## config.mk

```make
export PLATFORM = sky130hd
export DESIGN_NAME = pc_sequencer
export DESIGN_NICKNAME = d
export VERILOG_FILES = /design/src/rtl/pc_pkg.sv /design/src/rtl/pc_sequencer_branch_resolve.sv /design/src/rtl/pc_sequencer.sv
export SDC_FILE = /design/constraint.sdc
export NUM_CORES = 1
export LEC_CHECK = 0
export BUFFER_PORTS_ARGS = -buffer_cell sky130_fd_sc_hd__buf_4
export CAP_MARGIN = 25
export CORE_MARGIN = 4
export CORE_UTILIZATION = 47
export DETAILED_ROUTE_END_ITERATION = 6
export PLACE_DENSITY_LB_ADDON = 0.15
export SYNTH_ARGS = -nofsm -noshare
export SYNTH_HDL_FRONTEND = slang
export SYNTH_SLANG_ARGS = --single-unit
```

## constraint.sdc

```tcl
create_clock -name clk -period 2.29 [get_ports clk]
set_input_delay 0.1145 -clock clk [delete_from_list [all_inputs] [get_ports clk]]
set_output_delay 0.1145 -clock clk [all_outputs]
set_load 0.01 [all_outputs]
```

## src/rtl/pc_pkg.sv

```systemverilog
// Shared definitions for the fetch PC sequencer: branch condition codes,
// sequencer state encoding and default datapath widths.
package pc_pkg;

    localparam int PC_WIDTH_DEFAULT   = 13;
    localparam int DATA_WIDTH_DEFAULT = 16;

    typedef enum logic [1:0] {
        BR_EQ = 2'b00,
        BR_NE = 2'b01,
        BR_LT = 2'b10,
        BR_GE = 2'b11
    } br_type_e;

    typedef enum logic [2:0] {
        ST_INIT     = 3'd0,
        ST_RUN      = 3'd1,
        ST_HOLD     = 3'd2,
        ST_FLUSH_BR = 3'd3,
        ST_FLUSH_J  = 3'd4
    } seq_state_e;

endpackage

```

## src/rtl/pc_sequencer_branch_resolve.sv

```systemverilog
// Combinational branch condition evaluation from the EX-stage subtraction
// result (rs - rt) and its overflow flag.
module branch_resolve
    import pc_pkg::*;
#(
    parameter int DATA_WIDTH = DATA_WIDTH_DEFAULT
) (
    input  logic [1:0]            i_branch_type,
    input  logic [DATA_WIDTH-1:0] i_alu_output,
    input  logic                  i_alu_overflow,
    output logic                  o_taken
);

    logic w_zero;
    logic w_lt;

    assign w_zero = (i_alu_output == '0);
    // Sign of the true difference: result MSB corrected by overflow.
    assign w_lt   = i_alu_output[DATA_WIDTH-1] ^ i_alu_overflow;

    always_comb begin
        case (br_type_e'(i_branch_type))
            BR_EQ:   o_taken = w_zero;
            BR_NE:   o_taken = !w_zero;
            BR_LT:   o_taken = w_lt;
            default: o_taken = !w_lt;
        endcase
    end

endmodule

```

## src/rtl/pc_sequencer.sv

```systemverilog
// Registered fetch PC sequencer: reset drain, sequential fetch, jump / jump-register /
// branch redirects, stall and wait-state holds, and per-stage squash masks.
//
// state    | meaning
// ---------+-------------------------------------------------------------
// INIT     | pipeline drain after reset, pc=RESET_PC, all masks set
// RUN      | live sequential fetch
// HOLD     | pc frozen for stall (EX bubble) and/or imem wait (IF/ID squash)
// FLUSH_BR | first cycle at a taken-branch target, IF/ID and ID/EX squashed
// FLUSH_J  | first cycle at a jump target, IF/ID squashed
module pc_sequencer
    import pc_pkg::*;
#(
    parameter int                  PC_WIDTH    = PC_WIDTH_DEFAULT,
    parameter int                  DATA_WIDTH  = DATA_WIDTH_DEFAULT,
    parameter logic [PC_WIDTH-1:0] RESET_PC    = '0,
    parameter int                  INIT_CYCLES = 3
) (
    input  logic                  clk,
    input  logic                  reset,
    input  logic                  stall,
    input  logic                  imem_ready,
    input  logic                  Jump,
    input  logic [PC_WIDTH-1:0]   JumpTarget,
    input  logic                  JumpRegister,
    input  logic [PC_WIDTH-1:0]   JumpRegisterTarget,
    input  logic                  Branch,
    input  logic [1:0]            BranchType,
    input  logic [DATA_WIDTH-1:0] ALUOutput,
    input  logic                  ALUOverflow,
    input  logic [PC_WIDTH-1:0]   BranchTarget,
    output logic [PC_WIDTH-1:0]   pc,
    output logic                  pc_valid,
    output logic                  redirect,
    output logic                  REG_Mask,
    output logic                  EX_Mask,
    output logic                  MEM_Mask
);

    localparam int CNT_W = (INIT_CYCLES > 2) ? $clog2(INIT_CYCLES) : 1;

    seq_state_e          r_state;
    seq_state_e          w_state_nxt;
    logic [PC_WIDTH-1:0] r_pc;
    logic [PC_WIDTH-1:0] w_pc_nxt;
    logic [CNT_W-1:0]    r_cnt;
    logic [CNT_W-1:0]    w_cnt_nxt;
    logic                r_pc_valid;
    logic                w_pc_valid_nxt;
    logic                r_redirect;
    logic                w_redirect_nxt;
    logic                r_reg_mask;
    logic                w_reg_mask_nxt;
    logic                r_ex_mask;
    logic                w_ex_mask_nxt;
    logic                r_mem_mask;
    logic                w_mem_mask_nxt;

    logic                w_cond_taken;
    logic                w_br_taken;
    logic                w_can_hold;
    logic                w_jump_ok;

    branch_resolve #(
        .DATA_WIDTH (DATA_WIDTH)
    ) u_branch_resolve (
        .i_branch_type  (BranchType),
        .i_alu_output   (ALUOutput),
        .i_alu_overflow (ALUOverflow),
        .o_taken        (w_cond_taken)
    );

    assign w_br_taken = Branch & w_cond_taken;
    assign w_can_hold = (r_state == ST_RUN) || (r_state == ST_HOLD);
    // A stalled ID instruction is frozen, so its jump must wait; during a
    // flush the ID instruction is wrong-path and its jump is dropped.
    assign w_jump_ok  = (r_state == ST_RUN) || ((r_state == ST_HOLD) && !stall);

    always_comb begin
        w_state_nxt    = r_state;
        w_pc_nxt       = r_pc;
        w_cnt_nxt      = r_cnt;
        w_pc_valid_nxt = 1'b1;
        w_redirect_nxt = 1'b0;
        w_reg_mask_nxt = 1'b0;
        w_ex_mask_nxt  = 1'b0;
        w_mem_mask_nxt = 1'b0;
        case (r_state)
            ST_INIT: begin
                if (r_cnt == '0) begin
                    w_state_nxt = ST_RUN;
                end else begin
                    w_cnt_nxt      = r_cnt - 1'b1;
                    w_pc_valid_nxt = 1'b0;
                    w_reg_mask_nxt = 1'b1;
                    w_ex_mask_nxt  = 1'b1;
                    w_mem_mask_nxt = 1'b1;
                end
            end
            ST_RUN, ST_HOLD, ST_FLUSH_BR, ST_FLUSH_J: begin
                if (w_br_taken) begin
                    w_state_nxt    = ST_FLUSH_BR;
                    w_pc_nxt       = BranchTarget;
                    w_redirect_nxt = 1'b1;
                    w_reg_mask_nxt = 1'b1;
                    w_ex_mask_nxt  = 1'b1;
                end else if (w_jump_ok && (JumpRegister || Jump)) begin
                    w_state_nxt    = ST_FLUSH_J;
                    w_pc_nxt       = JumpRegister ? JumpRegisterTarget : JumpTarget;
                    w_redirect_nxt = 1'b1;
                    w_reg_mask_nxt = 1'b1;
                end else if (w_can_hold && (stall || !imem_ready)) begin
                    w_state_nxt    = ST_HOLD;
                    w_ex_mask_nxt  = stall;
                    w_reg_mask_nxt = !imem_ready;
                end else begin
                    // The current fetch completes only with data present and no stall.
                    w_state_nxt = ST_RUN;
                    if (!stall && imem_ready) begin
                        w_pc_nxt = r_pc + 1'b1;
                    end
                end
            end
            default: begin
                w_state_nxt    = ST_INIT;
                w_pc_nxt       = RESET_PC;
                w_cnt_nxt      = CNT_W'(INIT_CYCLES - 1);
                w_pc_valid_nxt = 1'b0;
                w_reg_mask_nxt = 1'b1;
                w_ex_mask_nxt  = 1'b1;
                w_mem_mask_nxt = 1'b1;
            end
        endcase
    end

    always_ff @(posedge clk) begin
        if (reset) begin
            r_state    <= ST_INIT;
            r_pc       <= RESET_PC;
            r_cnt      <= CNT_W'(INIT_CYCLES - 1);
            r_pc_valid <= 1'b0;
            r_redirect <= 1'b0;
            r_reg_mask <= 1'b1;
            r_ex_mask  <= 1'b1;
            r_mem_mask <= 1'b1;
        end else begin
            r_state    <= w_state_nxt;
            r_pc       <= w_pc_nxt;
            r_cnt      <= w_cnt_nxt;
            r_pc_valid <= w_pc_valid_nxt;
            r_redirect <= w_redirect_nxt;
            r_reg_mask <= w_reg_mask_nxt;
            r_ex_mask  <= w_ex_mask_nxt;
            r_mem_mask <= w_mem_mask_nxt;
        end
    end

    assign pc       = r_pc;
    assign pc_valid = r_pc_valid;
    assign redirect = r_redirect;
    assign REG_Mask = r_reg_mask;
    assign EX_Mask  = r_ex_mask;
    assign MEM_Mask = r_mem_mask;

endmodule

```

==> results.json, run 1 <==
{
  "vias_per_cell": 5.52,
  "final_common_cell": "buf_4",
  "min_period_ns": 1.95,
  "rsz0062_at_grt": "false",
  "drive_gt1_share_pct": 43.3,
  "post_cts.repair.setup_buffers": 0,
  "crit_type": "flop to flop",
  "wl_per_cell_um": 14.6,
  "setup_tns_ns": 0,
  "start_util_pct": 50.5,
  "whs_path_depth": 2,
  "preCtsSetupSlack_ns": 0.227,
  "synth_flop_cell": "dfxtp_1",
  "synth_cells": 191,
  "drv_cap": 0,
  "h-tree-depth": 1,
  "ys_async_sr_fraction_pct": 0,
  "clock_sinks": 23,
  "drc": 0,
  "postCtsHoldBufs": 0,
  "setup_ws_ns": 0.337,
  "areaGrowthSynthToFinish_pct": 37.2,
  "crit_chain": "or2_2 > a21oi_1 > nor2b_2 > o2bb2ai_1",
  "required_ns": 2.48,
  "antenna_left": 0,
  "via_count": 1733,
  "clk_pin_slew_ns": 0.08,
  "overflow": 0,
  "wl_met1_mm": 1.96,
  "port_buffers": 82,
  "setup.worst_path.end_class": "flop",
  "finalClockSkew_ns": 0.00322,
  "drt_iter0_drc": 58,
  "antenna_found_initial": 0,
  "wirelength_mm": 4.58,
  "synth.area.top_cells": "dfxtp_1, mux2i_1, o2bb2ai_2",
  "slew_violations": 0,
  "hold_ws_ns": 0.0290,
  "grt_max_degree": 16,
  "critPathMaxFanout": 11,
  "fin_util_pct": 69.3,
  "core_um2": 3470,
  "track_usage_pct": 19.1,
  "yosysSeqAreaShare_pct": 26.3,
  "clockBufferDepth": 2,
  "synth-edff-count": 0,
  "cp.arrival_ns": 2.15,
  "grt_pass1_wl_mm": 7.85,
  "dieWidth_um": 69.0,
  "syn_avg_cell_area_um2": 9.16,
  "worst_path_max_delay_cell": "nor2b_2",
  "finalSetupViolCount": 0,
  "status": "finished, final reports clean",
  "p_per_area_nw_per_um2": 711,
  "clkLatencyLatePin_ns": 0.26,
  "synth_nets": 258,
  "met2_wirelength_mm": 2.14,
  "synth.largest_area_cell": "dfxtp_1",
  "nNetsFinal": 336,
  "cts_tree": "done",
  "io_pins": 83,
  "firstDrtPassIters": 4,
  "die_h_um": 69.0,
  "startpoint_type": "flop",
  "route.met3.wl_um": 402,
  "layout_common_cells": "buf_4, dfxtp_1, mux2i_1",
  "min_path_type": "primary input to flop",
  "yosys_warnings": 0,
  "synth_cell_types": 53,
  "syn_area_um2": 1750,
  "hold_viol": 0,
  "max_stage_delay_ns": 0.68,
  "p_leak_uw": 0.00106,
  "std_cell_rows": 21,
  "diodes": 0,
  "gp_congestion": 0.834,
  "place_hpwl_mm": 3.67,
  "r2r_slack_ns": 0.34,
  "ir_drop_v": 0.000438,
  "grt_pass1_vias": 1757,
  "cts_made_buffers": 3,
  "ctsResizeCount": 0,
  "period_share_pct": 85.3,
  "routed.top_layer": "met4",
  "rr_worst_depth": 4,
  "ys_ff_latch": 23,
  "root_buffer": "clkbuf_8",
  "die_area_um2": 4760,
  "worst_pin_slew_ns": 0.733,
  "synth_top_area_share_pct": 26.3,
  "fmax_mhz": 512,
  "slew_headroom_pct": 50.9
}
cell type report:
type,count,area (um2)
multi-input combinational,145,1150
fill,311,1070
timing repair buffer,86,646
sequential,23,460
tap,46,57.6
clock buffer,3,41.3
inverter,10,37.5
clock inverter,1,5.00
synthesized netlist by cell type, drive strengths merged (3+ instances only):
cell type	number
a21oi	5
buf	9
clkbuf	4
dfxtp	23
inv	10
mux2i	22
nand2	5
nand2b	3
nand3	10
nor2	17
nor3	7
nor4	4
o21ai	7
o22ai	7
o2bb2ai	11
xnor2	9
xor2	4
path summary, 6_finish.rpt:
check | start | endpoint
max | r_state[0]$_SDFFE_PP0N_ | pc[4]$_SDFFE_PP0P_
min | reset | r_cnt[0]$_SDFFE_PP0P_
max reg2reg | r_state[0]$_SDFFE_PP0N_ | pc[4]$_SDFFE_PP0P_
min reg2reg | r_cnt[1]$_SDFFE_PP1P_ | r_cnt[1]$_SDFFE_PP1P_
cell families after synthesis:
group,synth area share [%]
compound gates,25.0
flops,26.3
fa+ha+maj,1.43
buf+inv,7.72
xor+xnor,6.93
simple gates,18.0
mux,14.6
worst max-delay path, delay by kind of cell, from the launching register on:
family	cells	cell delay, ns
simple gates	2	1.07
compound gates	2	0.47
flops	1	0.33
flip-flops by register name, indices dropped and copies added (netlist names):
| signal | count |
|---|---|
| pc | 13 |
| REG_Mask | 1 |
| redirect | 1 |
| r_state | 3 |
| pc_valid | 1 |
| r_cnt | 2 |
| MEM_Mask | 1 |
| EX_Mask | 1 |
report_power, final:
group          total [uW]  internal (uW)  leakage, uW  switching (uW)
Combinational         860            427     0.000849             433
Sequential            595            502     0.000188            92.9
Clock                 253            121    0.0000255             131
Total                1710           1050      0.00106             657
metrics by stage:
step,cell area (um2),total power (uW),std cells
3_5_place_dp,2360,1470,310
3_3_place_gp,2360,1450,310
6_report,2400,1710,314
4_1_cts,2400,1720,314
2_1_floorplan,1750,1190,191
5_1_grt,2400,1830,314
layer usage:
layer  vias up  track usage (%)
met1       784             24.4
met2        78             31.6
met5         -                0
met4         0             4.56
met3        10             5.67
li1        861                -
Power figures use the tool's default switching activity.
==> run 2, diff against run 1 <==
--- a/config.mk
+++ b/config.mk
@@ -8,7 +8,7 @@
 export BUFFER_PORTS_ARGS = -buffer_cell sky130_fd_sc_hd__buf_4
 export CAP_MARGIN = 25
 export CORE_MARGIN = 4
-export CORE_UTILIZATION = 47
+export CORE_UTILIZATION = 50
 export DETAILED_ROUTE_END_ITERATION = 6
 export PLACE_DENSITY_LB_ADDON = 0.15
 export SYNTH_ARGS = -nofsm -noshare
==> constraint.sdc (replaced) <==
create_clock -name clk -period 2.3 [get_ports clk]
set_input_delay 0.115 -clock clk [delete_from_list [all_inputs] [get_ports clk]]
set_output_delay 0.115 -clock clk [all_outputs]
set_load 0.01 [all_outputs]
==> run 2 against run 1 <==
- global-route usage rose by 1.2 points
- clock-buffer cell count unchanged
- first-iteration DRC count increased by 57%
- cell count rose by 0.64%
- maximum frequency down 0.43%
- combinational power fell by 0.8%
==> results.json, run 2 (synthesis gave the netlist of run 1 again) <==
{
  "overflow": 0,
  "drt_iter0_drc": 91,
  "rsz0062_at_grt": "false",
  "hold_path_end": "pc[5]$_SDFFE_PP0P_",
  "setup.worst_path.end_class": "flop",
  "vias_per_cell": 5.42,
  "min_period_ns": 1.96,
  "layout_common_cells": "buf_4, dfxtp_1, mux2i_1",
  "startpoint_type": "flop",
  "dpl_cell_area_um2": 2360,
  "std_cell_rows": 21,
  "required_ns": 2.51,
  "cts_tree": "done",
  "period_share_pct": 85.3,
  "io_pins": 83,
  "register_area_um2": 460,
  "drive_gt1_share_pct": 43.3,
  "whs_path_depth": 3,
  "place_hpwl_mm": 3.50,
  "clk_pin_slew_ns": 0.14,
  "drv_cap": 0,
  "p_leak_uw": 0.00106,
  "dieWidth_um": 67.2,
  "crit_type": "flop to flop",
  "cts_made_buffers": 3,
  "slew_violations": 0,
  "status": "finished, final reports clean",
  "antenna_found_initial": 0,
  "min-delay-start": "BranchTarget[5]",
  "slew_headroom_pct": 51.9,
  "reg2reg_to": "pc[8]$_SDFFE_PP0P_",
  "nFillCells": 291,
  "diodes": 0,
  "startpoint": "r_state[0]$_SDFFE_PP0N_",
  "design_area_um2": 2400,
  "wirelength_mm": 4.43,
  "r2r_slack_ns": 0.34,
  "final_common_cell": "buf_4",
  "setup_ws_ns": 0.338,
  "root_buffer": "clkbuf_4",
  "grt_max_degree": 18,
  "largest_register_ffs": 13,
  "ir_drop_v": 0.000285,
  "cp.arrival_ns": 2.17,
  "via_count": 1713,
  "critPathMaxFanout": 17,
  "drc": 0,
  "finalClockSkew_ns": 0.0101,
  "die_h_um": 67.2,
  "multiInputGateArea_um2": 1150,
  "grt_pass1_wl_mm": 7.19,
  "clockBufferDepth": 2,
  "die_area_um2": 4510,
  "nNetsFinal": 338,
  "preCtsSetupSlack_ns": 0.336,
  "clock_sinks": 23,
  "h-tree-depth": 1,
  "r2r-start": "r_state[0]$_SDFFE_PP0N_",
  "fmax_mhz": 510,
  "ctsResizeCount": 0,
  "firstDrtPassIters": 4,
  "grt_pass1_vias": 1600,
  "setup_tns_ns": 0,
  "start_util_pct": 52.0,
  "rr_worst_depth": 6,
  "areaGrowthSynthToFinish_pct": 37.2,
  "finalSetupViolCount": 0,
  "min_path_type": "primary input to flop",
  "track_usage_pct": 20.3,
  "p_per_area_nw_per_um2": 685,
  "gp_congestion": 0.782,
  "wl_per_cell_um": 14.0,
  "p_total_uw": 1640,
  "hold_viol": 0,
  "hold_ws_ns": 0.0472,
  "antenna_left": 0,
  "post_cts.repair.setup_buffers": 0,
  "clkLatencyLatePin_ns": 0.32,
  "core_um2": 3360,
  "worst_pin_slew_ns": 0.718,
  "port_buffers": 82
}
==> run 2: changes by cell type in the layout (fill, tap and decap cells not counted), sizes merged <==
| cell | previous run | this run |
|---|---|---|
| dlygate4sd3 | 0 | 1 |
| buf | 86 | 87 |
==> run 2: what timing repair did <==
item / 4_1_cts / 5_1_grt
setup endpoints to repair: 0 / 0
hold buffers: 1 / 0
hold endpoints to repair: 1 / 0
==> run 2: per-stage QoR <==
stage,std cells,util [%]
after floorplan,191,-
after global placement,311,70.3
after CTS,316,71.4
after global routing,316,71.4
final,316,71.4
after detailed placement,311,70.3
==> run 2: per-layer routing <==
layer  GRT usage (%)  up-vias  routed length [um]
met5               0        -                   0
met4            4.30        0                  17
met3            3.00        2                 258
met2            35.2       61                2260
met1            26.8      783                1890
li1                -      867                   -
==> run 2: worst max-delay path by stage <==
stage | to | slack [ns] | cells past startpoint
floorplan | pc[11]$_SDFFE_PP0P_ | 0.56 | 6
global placement | pc[4]$_SDFFE_PP0P_ | 0.37 | 7
detailed placement | pc[4]$_SDFFE_PP0P_ | 0.34 | 7
CTS | pc[4]$_SDFFE_PP0P_ | 0.35 | 4
global route | pc[8]$_SDFFE_PP0P_ | 0.21 | 6
finish | pc[8]$_SDFFE_PP0P_ | 0.34 | 6
==> run 2: power breakdown <==
part | total [uW] | switching [uW] | internal (uW)
Sequential | 593 | 93.8 | 499
Combinational | 853 | 429 | 424
Clock | 198 | 133 | 65.0
Total | 1640 | 655 | 988
==> run 2: area by class of cell <==
cell class | instances | share of cell area [%]
flip-flops and latches | 23 | 19.2
multi-input cells | 145 | 48.1
clock inverters | 1 | 0.208
clock buffers | 3 | 0.938
well taps | 46 | 2.40
inverters | 10 | 1.56
repair buffers | 88 | 27.6
==> run 2: worst max-delay path: stages, from the launching register on <==
cell	delay [ns]
dfxtp_1	0.36
or3b_1	0.37
a211o_1	0.42
buf_4	0.25
a31o_2	0.24
mux2i_1	0.16
o2bb2ai_2	0.06
